**config.mk**
```make
export PLATFORM = sky130hd
export DESIGN_NAME = stage_sequencer
export DESIGN_NICKNAME = d
export VERILOG_FILES = /design/src/rtl/pillar_pkg.sv /design/src/rtl/stage_next_sel.sv /design/src/rtl/stage_sequencer.sv
export SDC_FILE = /design/constraint.sdc
export NUM_CORES = 1
export LEC_CHECK = 0
export CORE_MARGIN = 2
export CORE_UTILIZATION = 53
export CTS_CLUSTER_SIZE = 24
export DETAILED_ROUTE_END_ITERATION = 8
export GPL_TIMING_DRIVEN = 0
export PLACE_DENSITY_LB_ADDON = 0.12
export SYNTH_ARGS = -nofsm -noshare
export SYNTH_HDL_FRONTEND = slang
export SYNTH_SLANG_ARGS = --single-unit
```
**constraint.sdc**
```tcl
create_clock -name clk -period 5.98 [get_ports clk]
set_input_delay 1.794 -clock clk [delete_from_list [all_inputs] [get_ports clk]]
set_output_delay 1.794 -clock clk [all_outputs]
set_load 0.1 [all_outputs]
```
**src/rtl/pillar_pkg.sv**
```systemverilog
// Shared definitions for the pipeline stage sequencer.
//   ST_*          default stage indices (FETCH..WRITEBACK)
//   WAIT_CNT_W    width of the memory wait (timeout) down-counter
//   seq_state_t   sequencer FSM state encoding
package pillar_pkg;

    localparam int ST_FETCH   = 0;
    localparam int ST_DECODE  = 1;
    localparam int ST_EXEC    = 2;
    localparam int ST_MEM     = 3;
    localparam int ST_WB      = 4;

    localparam int WAIT_CNT_W = 4;

    typedef enum logic [1:0] {
        SEQ_RUN    = 2'd0,
        SEQ_WAIT   = 2'd1,
        SEQ_HALTED = 2'd2,
        SEQ_FAULT  = 2'd3
    } seq_state_t;

endpackage

```
**src/rtl/stage_next_sel.sv**
```systemverilog
// Next-stage priority search.
// Returns the lowest stage index above the current one whose skip bit is
// clear. Stages 0 and 1 are never skipped; the last stage (WRITEBACK) is the
// fallback when every intermediate stage is masked.
//   stage       in   current stage index
//   skip_mask   in   per-stage skip request from decode
//   next_stage  out  stage to enter on advance
module stage_next_sel
    import pillar_pkg::*;
#(
    parameter int NSTAGES = ST_WB + 1,
    parameter int STAGE_W = 3
) (
    input  logic [STAGE_W-1:0] stage,
    input  logic [NSTAGES-1:0] skip_mask,
    output logic [STAGE_W-1:0] next_stage
);

    // Bits 0/1 and the WRITEBACK bit have no effect on the search.
    logic unused_mask_bits;
    assign unused_mask_bits = ^{skip_mask[1:0], skip_mask[NSTAGES-1]};

    always_comb begin
        next_stage = STAGE_W'(NSTAGES - 1);
        // Walk downwards so the lowest eligible index wins.
        for (int s = NSTAGES - 2; s >= 2; s--) begin
            if (s > int'(stage) && !skip_mask[s]) begin
                next_stage = STAGE_W'(s);
            end
        end
        if (stage == '0) begin
            next_stage = STAGE_W'(1);
        end
    end

endmodule

```
**src/rtl/stage_sequencer.sv**
```systemverilog
// Multi-cycle instruction stage sequencer.
// Steps FETCH..WRITEBACK one stage per cycle, skipping stages selected by
// decode, waiting on a req/ack memory at the fetch and memory stages, with
// halt at instruction boundaries, stall, and a sticky memory-timeout fault.
//   clk, reset      clock / async active-high reset
//   skip_mask_i     per-stage skip request (sampled on advance)
//   mem_use_i       instruction accesses memory in the memory stage
//   mem_ack_i       memory completes the outstanding request
//   stall_i         hold current stage and state
//   halt_i          stop at next WRITEBACK;  resume_i  leave HALTED
//   stage_o         current stage index;  stage_en_o  one-hot of it
//   mem_req_o       memory request, held until ack
//   pc_readin_o     PC advance strobe;  retire_o  same cycle
//   ir_load_o       IR capture strobe (fetch ack cycle)
//   instret_o       retired-instruction count
//   halted_o        in HALTED;  fault_o  sticky timeout fault
//
// state      | meaning
// -----------+----------------------------------------------------------
// SEQ_RUN    | advancing one stage per cycle (issues req at fetch/mem)
// SEQ_WAIT   | memory request outstanding, waiting for ack
// SEQ_HALTED | parked at an instruction boundary until resume_i
// SEQ_FAULT  | memory timed out; left only by reset
module stage_sequencer
    import pillar_pkg::*;
#(
    parameter int NSTAGES   = ST_WB + 1,
    parameter int STAGE_W   = 3,
    parameter int FETCH_IDX = ST_FETCH,
    parameter int MEM_IDX   = ST_MEM,
    parameter int TIMEOUT   = 15,
    parameter int CNT_W     = 32
) (
    input  logic               clk,
    input  logic               reset,
    input  logic [NSTAGES-1:0] skip_mask_i,
    input  logic               mem_use_i,
    input  logic               mem_ack_i,
    input  logic               stall_i,
    input  logic               halt_i,
    input  logic               resume_i,
    output logic [STAGE_W-1:0] stage_o,
    output logic [NSTAGES-1:0] stage_en_o,
    output logic               mem_req_o,
    output logic               pc_readin_o,
    output logic               ir_load_o,
    output logic               retire_o,
    output logic [CNT_W-1:0]   instret_o,
    output logic               halted_o,
    output logic               fault_o
);

    localparam logic [STAGE_W-1:0]    FETCH_ST     = STAGE_W'(FETCH_IDX);
    localparam logic [STAGE_W-1:0]    MEM_ST       = STAGE_W'(MEM_IDX);
    localparam logic [STAGE_W-1:0]    WB_ST        = STAGE_W'(NSTAGES - 1);
    localparam logic [WAIT_CNT_W-1:0] TIMEOUT_LOAD = WAIT_CNT_W'(TIMEOUT - 1);

    seq_state_t            state_q, state_d;
    logic [STAGE_W-1:0]    stage_q, stage_d, stage_adv;
    logic [WAIT_CNT_W-1:0] wcnt_q, wcnt_d;
    logic                  ack_held_q, ack_held_d;
    logic                  halt_pend_q, halt_pend_d;
    logic [CNT_W-1:0]      instret_q;
    logic                  req_c, pc_c, ir_c;
    logic                  at_fetch, at_mem, at_wb;

    stage_next_sel #(
        .NSTAGES (NSTAGES),
        .STAGE_W (STAGE_W)
    ) u_next_sel (
        .stage      (stage_q),
        .skip_mask  (skip_mask_i),
        .next_stage (stage_adv)
    );

    assign at_fetch = (stage_q == FETCH_ST);
    assign at_mem   = (stage_q == MEM_ST);
    assign at_wb    = (stage_q == WB_ST);

    always_ff @(posedge clk or posedge reset) begin
        if (reset) begin
            state_q     <= SEQ_RUN;
            stage_q     <= FETCH_ST;
            wcnt_q      <= '0;
            ack_held_q  <= 1'b0;
            halt_pend_q <= 1'b0;
            instret_q   <= '0;
        end else begin
            state_q     <= state_d;
            stage_q     <= stage_d;
            wcnt_q      <= wcnt_d;
            ack_held_q  <= ack_held_d;
            halt_pend_q <= halt_pend_d;
            if (pc_c) begin
                instret_q <= instret_q + CNT_W'(1);
            end
        end
    end

    always_comb begin
        state_d     = state_q;
        stage_d     = stage_q;
        wcnt_d      = wcnt_q;
        ack_held_d  = ack_held_q;
        halt_pend_d = halt_pend_q;
        req_c       = 1'b0;
        pc_c        = 1'b0;
        ir_c        = 1'b0;
        case (state_q)
            SEQ_RUN: begin
                // A halt seen mid-instruction is remembered until WRITEBACK.
                halt_pend_d = halt_pend_q | halt_i;
                if (!stall_i) begin
                    if (at_fetch || (at_mem && mem_use_i)) begin
                        req_c      = 1'b1;
                        state_d    = SEQ_WAIT;
                        wcnt_d     = TIMEOUT_LOAD;
                        ack_held_d = 1'b0;
                    end else if (at_wb) begin
                        pc_c    = 1'b1;
                        stage_d = FETCH_ST;
                        if (halt_i || halt_pend_q) begin
                            state_d     = SEQ_HALTED;
                            halt_pend_d = 1'b0;
                        end
                    end else begin
                        stage_d = stage_adv;
                    end
                end
            end
            SEQ_WAIT: begin
                halt_pend_d = halt_pend_q | halt_i;
                req_c       = 1'b1;
                if (stall_i) begin
                    // Ack during a stall is held for when the stall lifts;
                    // the timeout keeps running (saturating at zero).
                    if (mem_ack_i) begin
                        ack_held_d = 1'b1;
                    end
                    if (wcnt_q != '0) begin
                        wcnt_d = wcnt_q - 1'b1;
                    end
                end else if (mem_ack_i || ack_held_q) begin
                    state_d    = SEQ_RUN;
                    stage_d    = stage_adv;
                    ack_held_d = 1'b0;
                    ir_c       = at_fetch;
                end else if (wcnt_q == '0) begin
                    state_d = SEQ_FAULT;
                end else begin
                    wcnt_d = wcnt_q - 1'b1;
                end
            end
            SEQ_HALTED: begin
                halt_pend_d = 1'b0;
                if (resume_i && !halt_i) begin
                    state_d = SEQ_RUN;
                    stage_d = FETCH_ST;
                end
            end
            default: begin
            end
        endcase
    end

    assign stage_o     = stage_q;
    assign stage_en_o  = (state_q == SEQ_RUN || state_q == SEQ_WAIT)
                         ? (NSTAGES'(1) << stage_q) : '0;
    // Gated by reset so the request drops immediately, even in the issue cycle.
    assign mem_req_o   = req_c & ~reset;
    assign pc_readin_o = pc_c;
    assign retire_o    = pc_c;
    assign ir_load_o   = ir_c;
    assign instret_o   = instret_q;
    assign halted_o    = (state_q == SEQ_HALTED);
    assign fault_o     = (state_q == SEQ_FAULT);

endmodule

```
==> run_results.csv <==
group,metric,value,unit
outcome,status,"finished clean",
critical_path,worst-path-max-fanout,7,
placed_design,post-place-ws,-0.134,ns
pwr,ir_drop,0.000407,V
global_routing,grt_pass1_vias,1768,
timing,layout_min_cycle_time,5.87,ns
timing,setup-violations-final,0,
clock_network,cts.sinks,43,
routing,highest_layer,"met4",
routing,postRouteAntennaNets,0,
timing,timing.final.ws_setup,0.111,ns
pwr,power.total,1.17,mW
clock_network,cts_setup_buffers,0,
global_routing,grt_pass1_wl,8.04,mm
pwr,p_int,0.584,mW
clock_network,clock-root-buffer,"clkbuf_8",
critical_path,critPathLaunchType,"input port",
routing,num_vias,1902,
synth,yosysSeqAreaShare,0.464,
synth,synth_flop_cell,"dfrtp_1",
synth,synth_edf_count,0,
pwr,power_frac_comb,0.540,
timing,slew_headroom,0.349,
routing,drt_iter0_drc,68,
job,max_cap_viol_count,0,
layout,antenna_cells,0,
routing,drc,0,
timing,whs,0.470,ns
pwr,power_frac_clock,0.156,
routing,drtPass1Iterations,4,
timing,fin_crit_sh,0.981,
worst_hold_path,hp-class,"flip-flop to flip-flop",
pwr,swShare,0.500,
synth,ys_types,46,
synth,synth_cells,243,
global_routing,grt_usage,0.204,
global_routing,grt_max_degree,25,
clock_network,cts_resized,2,
timing,fmax,170,MHz
layout,final_nets,323,
die,die_h,70.2,um
clock_network,path_clk_slew,0.08,ns
critical_path,worstPathRequired,4.19,ns
layout,areaGrowthSynthToFinish,30.8,%
routing,met1Wirelength,2.14,mm
layout,multiInputGateArea,1180,um2
pwr,power_switching,0.583,mW
die,core_area,4290,um2
placed_design,gp_congestion,0.834,
die,rows,24,
timing,worst_pin_slew,0.973,ns
clock_network,cts-buffers-inserted,5,
clock_network,clock_latency,0.29,ns
die,dieArea,4920,um2
global_routing,grt_antenna_before_repair,0,
routing,route.met3.wl,157,um
timing,hold_viol,0,
global_routing,grt_overflow_total,0,
die,ioPinCount,58,
die,initial_utilization,0.541,
placed_design,dp_hpwl,3.61,mm
timing,fin_skew,0.00216,ns
layout,layout-drive-gt1-share,0.0752,
timing,setup_tns,0,ns
timing,final_max_slew_viol_count,0,
critical_path,end_kind,"output port",
synth,yosysWarningCount,0,
pwr,seqPwrFrac,0.304,
synth,avgSynthCellArea,9.55,um2
timing,rsz0062_at_grt,"false",
synth,synth_nets,261,
critical_path,cp.arrival,4.08,ns
layout,register_area,1080,um2
layout,fill_cells,358,
pwr,leakage,1.38,nW
routing,dr_wl_met2,2.39,mm
synth,ys_ff_latch,43,
clock_network,hold_buffers,0,
critical_path,worstSetupPathType,"input port to output port",
die,die_x,70.2,um
synth,async_flop_share,1.00,
synth,synth_area,2320,um2
clock_network,cts_buffer_depth,2,
placed_design,place.port_buffers,54,
pwr,p_per_area,384,nW/um2
routing,wire_per_inst,13.3,um
routing,wl,4.75,mm
clock_network,ctsHtreeMaxLevel,2,
routing,vias_per_cell,5.31,
clock_network,cts_tree,"done",
[cells by family after synthesis]
| family | after synthesis | share of synthesized area |
|---|---|---|
| adder cells (fa/ha/maj) | 6 | 0.0323 |
| AO/OA/AOI/OAI | 33 | 0.0846 |
| XOR/XNOR | 31 | 0.117 |
| buffers and inverters | 16 | 0.0286 |
| flip-flops | 43 | 0.464 |
| multiplexers | 2 | 0.00916 |
| AND/OR/NAND/NOR | 112 | 0.265 |
[placed cells by master (no fill, tap or decap), drive strengths merged, types with 3 or more instances in the layout]
master | synthesis | final
ha | 6 | 6
and3 | 9 | 9
nand3 | 12 | 12
dfrtp | 43 | 43
and4 | 3 | 3
o21ai | 14 | 14
nand2 | 24 | 24
clkdlybuf4s50 | 0 | 52
xor2 | 14 | 14
nor3b | 4 | 4
nor3 | 4 | 4
inv | 10 | 10
nand4 | 6 | 6
nor2 | 33 | 33
nor4 | 3 | 3
xnor2 | 17 | 17
clkbuf | 3 | 9
buf | 3 | 4
nand2b | 3 | 3
a21oi | 8 | 8
[final timing paths]
path | start | endpoint | slack (ns) | cells after the start
setup reg to reg | state_q[1] | instret_o[24] | 3.63 | 7
max in group asynchronous | reset | instret_o[25] | 3.64 | 3
hold reg to reg | instret_o[31] | instret_o[31] | 0.47 | 1
hold / removal | instret_o[31] | instret_o[31] | 0.47 | 1
min in group asynchronous | reset | halt_pend_q | 1.87 | 2
setup / recovery | mem_use_i | mem_req_o | 0.11 | 7
[per-layer routing]
| layer | up-vias | track usage |
|---|---|---|
| met5 | - | 0 |
| met4 | 0 | 0.0662 |
| met3 | 7 | 0.0418 |
| met2 | 39 | 0.346 |
| met1 | 892 | 0.263 |
| li1 | 964 | - |
[power groups by stage]
stage	combinational, mW	clock [mW]	sequential, mW
final	0.630	0.182	0.355
after global routing	0.680	0.197	0.361
after CTS	0.631	0.186	0.356
after detailed placement	0.630	0	0.360
after global placement	0.620	0	0.359
after floorplan	0.407	0	0.449
[flip-flops by register name, summed over array words and instances (netlist names)]
name / cells
halt_pend_q: 1
instret_o: 32
wcnt_q: 4
state_q: 2
stage_o: 3
ack_held_q: 1
[metrics by stage]
stage | instances | utilization | instance area, um2
finish | 358 | 0.707 | 3040
global route | 358 | 0.707 | 3040
CTS | 358 | 0.707 | 3040
detailed placement | 350 | 0.688 | 2950
global placement | 349 | 0.682 | 2930
floorplan | 243 | - | 2320
[Yosys cell counts, drive strengths merged (2+ instances only)]
| cell | n | share of area |
|---|---|---|
| a21oi | 8 | 0.017 |
| and2 | 2 | 0.0054 |
| and3 | 9 | 0.024 |
| and4 | 3 | 0.011 |
| buf | 3 | 0.0075 |
| clkbuf | 3 | 0.0049 |
| dfrtp | 43 | 0.46 |
| ha | 6 | 0.032 |
| inv | 10 | 0.016 |
| nand2 | 24 | 0.039 |
| nand2b | 3 | 0.0081 |
| nand3 | 12 | 0.026 |
| nand4 | 6 | 0.025 |
| nor2 | 33 | 0.054 |
| nor2b | 2 | 0.0054 |
| nor3 | 4 | 0.0086 |
| nor3b | 4 | 0.018 |
| nor4 | 3 | 0.017 |
| o21ai | 14 | 0.030 |
| or2 | 2 | 0.0054 |
| or3 | 2 | 0.0054 |
| xnor2 | 17 | 0.064 |
| xor2 | 14 | 0.053 |
[critical path, stage by stage]
cell	delay [ns]
clkdlybuf4s50_1	0.39
and3_1	0.19
o21bai_1	0.45
nor2_1	0.10
nor2_1	0.13
nor2_1	0.05
clkdlybuf4s50_1	0.96
[layout make-up]
type                       count  share of cell area
sequential                    43               0.354
inverter                      10              0.0124
clock inverter                 2             0.00412
buffer                         6             0.00948
tap                           52              0.0214
timing repair buffer          55               0.186
multi-input combinational    184               0.388
clock buffer                   6              0.0239
Power figures use the tool's default switching activity.
